$ cat config.mk
export PLATFORM = sky130hd
export DESIGN_NAME = sqr_iter_ctrl
export DESIGN_NICKNAME = d
export VERILOG_FILES = /design/src/rtl/sqr_iter_ctrl.sv
export SDC_FILE = /design/constraint.sdc
export NUM_CORES = 1
export LEC_CHECK = 0
export ABC_AREA = 1
export CORE_UTILIZATION = 25
export CTS_BUF_LIST = sky130_fd_sc_hd__clkbuf_16
export CTS_CLUSTER_DIAMETER = 200
export DETAILED_ROUTE_END_ITERATION = 8
export SYNTH_ARGS = -nofsm -noshare
export SYNTH_HDL_FRONTEND = slang
export SYNTH_SLANG_ARGS = --single-unit
$ cat constraint.sdc
create_clock -name clk -period 4.8 [get_ports clk]
set_input_delay 1.44 -clock clk [delete_from_list [all_inputs] [get_ports clk]]
set_output_delay 1.44 -clock clk [all_outputs]
set_load 0.02 [all_outputs]
$ cat src/rtl/sqr_iter_ctrl.sv
// Repeated-squaring engine: c = a^(2^k) mod f in GF(2^M), one squaring per clock.
// A combinational classic squarer feeds a registered accumulator under a small start/busy/done FSM.

module classic_squarer #(
   parameter int          M = 163,
   parameter logic [M-1:0] F = 'hC9
) (
   input  logic [M-1:0] a,
   output logic [M-1:0] c
);
   localparam int W = 2 * M - 1;
   localparam logic [W-1:0] POLY = {{(M - 2){1'b0}}, 1'b1, F};

   logic [W-1:0] prod;

   // Squaring in GF(2) spreads the bits; reduction folds from the top so folded bits get revisited.
   always_comb begin
      prod = '0;
      for (int i = 0; i < M; i++) begin
         prod[2 * i] = a[i];
      end
      for (int i = W - 1; i >= M; i--) begin
         if (prod[i]) begin
            prod = prod ^ (POLY << (i - M));
         end
      end
   end

   assign c = prod[M-1:0];
endmodule

// state | meaning
// IDLE  | waiting for start; busy=0
// RUN   | one squaring per cycle, cnt counts down to 1
// DONE  | c valid, done pulse; always returns to IDLE
module sqr_iter_ctrl #(
   parameter int           M     = 163,
   parameter logic [M-1:0] F     = 'hC9,
   parameter int           CNT_W = 8
) (
   input  logic             clk,
   input  logic             rst,
   input  logic             start,
   input  logic             abort,
   input  logic [M-1:0]     a,
   input  logic [CNT_W-1:0] k,
   output logic             busy,
   output logic             done,
   output logic [M-1:0]     c
);
   typedef enum logic [1:0] {
      IDLE = 2'd0,
      RUN  = 2'd1,
      DONE = 2'd2
   } state_t;

   state_t           state, state_nxt;
   logic [M-1:0]     acc, acc_d, c_d, sq;
   logic [CNT_W-1:0] cnt, cnt_d;

   classic_squarer #(.M(M), .F(F)) u_sqr (
      .a (acc),
      .c (sq)
   );

   always_ff @(posedge clk) begin
      if (rst) begin
         state <= IDLE;
         acc   <= '0;
         cnt   <= '0;
         c     <= '0;
      end else begin
         state <= state_nxt;
         acc   <= acc_d;
         cnt   <= cnt_d;
         c     <= c_d;
      end
   end

   always_comb begin
      state_nxt = state;
      acc_d     = acc;
      cnt_d     = cnt;
      c_d       = c;
      case (state)
         IDLE: begin
            if (start) begin
               acc_d = a;
               cnt_d = k;
               if (k != '0) begin
                  state_nxt = RUN;
               end else begin
                  // Zero squarings: the operand itself is the result.
                  state_nxt = DONE;
                  c_d       = a;
               end
            end
         end
         RUN: begin
            if (abort) begin
               state_nxt = IDLE;
            end else begin
               acc_d = sq;
               cnt_d = cnt - CNT_W'(1);
               if (cnt == CNT_W'(1)) begin
                  state_nxt = DONE;
                  c_d       = sq;
               end
            end
         end
         DONE:    state_nxt = IDLE;
         default: state_nxt = IDLE;
      endcase
   end

   assign busy = (state != IDLE);
   assign done = (state == DONE);
endmodule
==> impl_metrics.csv <==
group,metric,value,unit
status,status,"complete, no violations",
detailed_routing,wirelength,65.7,mm
clocking,cts.repair.resized,0,
timing,hold_viol_final,0,
synth,ys_ff_latch,336,
pwr,power_density,457,nW/um2
worst_setup_path,crit_family,"buffers and inverters",
grt,first_global_vias,15300,
grt,grt_pass1_wl,97.0,mm
pwr,switching_share,36.4,%
worst_setup_path,arrival,1.89,ns
placed_design,gp_congestion,0.854,
synth,yosys.area.top_type_share,38.3,%
placed_design,dp_slack,1.11,ns
pwr,p_clk_share,32.7,%
clocking,clkTransAtPathRegs,0.06,ns
synth,syn_nets,2749,
cells_and_area,layout_common_cells,"nand2_1 (623), clkdlybuf4s50_1 (338), dfxtp_1 (336)",
synth,yosys.cell_types.count,30,
clocking,hold_buffers,0,
clocking,cts-root-buf,"clkbuf_16",
timing,tightest_slew,0.845,ns
timing,holdWs,0.468,ns
grt,grt_max_degree,128,
floorplanning,die-area,71200,um2
clocking,clock-sinks,336,
cells_and_area,final_common_cell,"nand2_1",
detailed_routing,vias_per_cell,4.42,
worst_setup_path,max_stage_delay,0.62,ns
worst_setup_path,slowest_stage,"clkdlybuf4s50_1",
floorplanning,ios,340,
pwr,vdd_drop_max,0.212,mV
floorplanning,initial_core_util,25.4,%
detailed_routing,dr.pass1.iters,5,
pwr,leakage,10.0,nW
grt,antenna_found_initial,5,
detailed_routing,drc,0,
clocking,clock_latency,0.58,ns
synth,yosysTopAreaCell,"dfxtp_1",
synth,synth_cells,2572,
clocking,cts_tree,"yes",
timing,maxSlewViolCount,0,
timing,tns,0,ns
floorplanning,core,69100,um2
timing,slew_headroom,43.1,%
pwr,seq_power_share,36.1,%
pwr,p_int,6.67,mW
detailed_routing,ant_nets,0,
timing,fmax,0.300,GHz
grt,grt_usage,18.1,%
timing,fin_crit,3.33,ns
pwr,switching_power,3.81,mW
pwr,combPwrFrac,31.1,%
job,drv_cap,0,
floorplanning,chipHeight,267,um
cells_and_area,drive_gt1_share,5.68,%
worst_setup_path,critical_path_class,"flip-flop to output port",
worst_setup_path,crit_buf_inv,2,
synth,syn_avg_cell_area,6.82,um2
cells_and_area,nets,2942,
floorplanning,rows,96,
worst_setup_path,required,3.36,ns
timing,timing.final.ws_setup,1.47,ns
timing,rsz0062_at_grt,"no",
synth,yosys-top-cells-area,"dfxtp_1 (38%), nand2_1 (13%), xnor2_1 (7.7%), o21ai_0 (7.0%), inv_1 (5.6%)",
detailed_routing,routedWlPerCell,17.6,um
floorplanning,die_w,267,um
worst_setup_path,start_kind,"flip-flop",
worst_hold_path,hp-class,"flip-flop to flip-flop",
placed_design,place_hpwl,48.4,mm
clocking,clk_path_buf_depth,3,
placed_design,port_buffers,339,
synth,synth_area,17500,um2
timing,skew,0.0190,ns
cells_and_area,syn_to_final_growth,30.8,%
timing,fin_crit_sh,69.4,%
clocking,post-cts-setup-buffers,0,
worst_setup_path,worstPathCellList,"nor2_1 -> inv_1 -> clkdlybuf4s50_1",
detailed_routing,drt_first_iter_violations,1016,
synth,yosysWarnings,0,
worst_setup_path,cp_max_fo,4,
worst_setup_path,endpoint_kind,"output port",
timing,setup_violations,0,
clocking,cts.htree.levels,2,
clocking,cts_buffers,43,
grt,overflow,0,
synth,synth_seq_area_share,38.3,%
detailed_routing,vias,16500,
[final timing paths]
kind,start,endpoint,slack [ns],cells past startpoint
max,state[0],busy,1.47,3
min,c[141],c[141],0.47,2
max reg2reg,state[0],c[43],2.04,8
min reg2reg,c[141],c[141],0.47,2
[cell usage after synthesis]
| library cell | count |
|---|---|
| nand3_1 | 120 |
| a31oi_1 | 3 |
| o22ai_1 | 2 |
| buf_6 | 6 |
| inv_1 | 260 |
| clkbuf_1 | 154 |
| o21ai_1 | 57 |
| a211oi_1 | 25 |
| nand2_2 | 1 |
| nor2_1 | 255 |
| or2_2 | 58 |
| clkbuf_2 | 3 |
| o211ai_1 | 60 |
| o21ai_0 | 244 |
| o21bai_1 | 3 |
| buf_1 | 7 |
| a21oi_1 | 47 |
| inv_2 | 4 |
| buf_2 | 46 |
| nor3_1 | 1 |
| nand2_1 | 623 |
| xor2_1 | 78 |
| clkinv_1 | 1 |
| nand2_4 | 1 |
| buf_4 | 1 |
| ha_1 | 2 |
| or2_1 | 17 |
| xnor2_1 | 155 |
| nor2_2 | 2 |
| dfxtp_1 | 336 |
[per-stage QoR]
step	cells	util, %	total power, mW	area [um2]
floorplan	2572	-	5.83	17500
global placement	3651	31.1	7.10	21500
detailed placement	3651	31.1	7.12	21500
CTS	3728	33.2	10.6	23000
global route	3729	33.2	11.1	23000
finish	3729	33.2	10.5	23000
[cell families (layout without fill, tap and decap cells)]
kind of cell,count (synthesis),count (layout),synth area share [%]
xor+xnor,233,233,11.6
fa+ha+maj,2,2,0.143
compound gates,441,441,13.9
simple gates,1078,1078,25.1
buf+inv,482,707,10.9
other cells,0,1,0
flops,336,336,38.3
[layout make-up]
| class | instances | area [um2] |
|---|---|---|
| multi-input cells | 1754 | 8940 |
| flip-flops and latches | 336 | 6730 |
| well taps | 931 | 1160 |
| inverters | 265 | 1000 |
| repair buffers | 365 | 3660 |
| clock buffers | 43 | 1080 |
| clock inverters | 34 | 378 |
| diodes | 1 | 2.50 |
| fillers | 7356 | 46100 |
[power groups by stage]
stage	Combinational, mW	Sequential, mW	Clock, mW
final	3.26	3.79	3.43
after CTS	3.30	3.79	3.52
after detailed placement	3.28	3.84	0
after global routing	3.64	3.85	3.64
after global placement	3.26	3.84	0
after floorplan	2.10	3.73	0
[routing by layer]
layer  up-vias  global-route usage [%]  part of all wire (%)
li1       8400                       -                     -
met1      7519                    25.1                    47
met2       455                    27.8                    43
met3        91                    4.01                   6.6
met4         6                    5.33                   2.7
met5         -                       0                 0.061
[sequential cells by signal (all words and copies together) (netlist names)]
name   flops
c        163
state      2
acc      163
cnt        8
[worst reg2reg max path, cell delays in order, from the launching register on]
cell	delay, ns
dfxtp_1	0.44
nand2_8	0.18
inv_4	0.55
o21ai_1	0.29
nand3_4	0.15
buf_4	0.62
nand2_1	0.23
o21ai_0	0.12
nor2_1	0.05
Power figures use the tool's default switching activity.
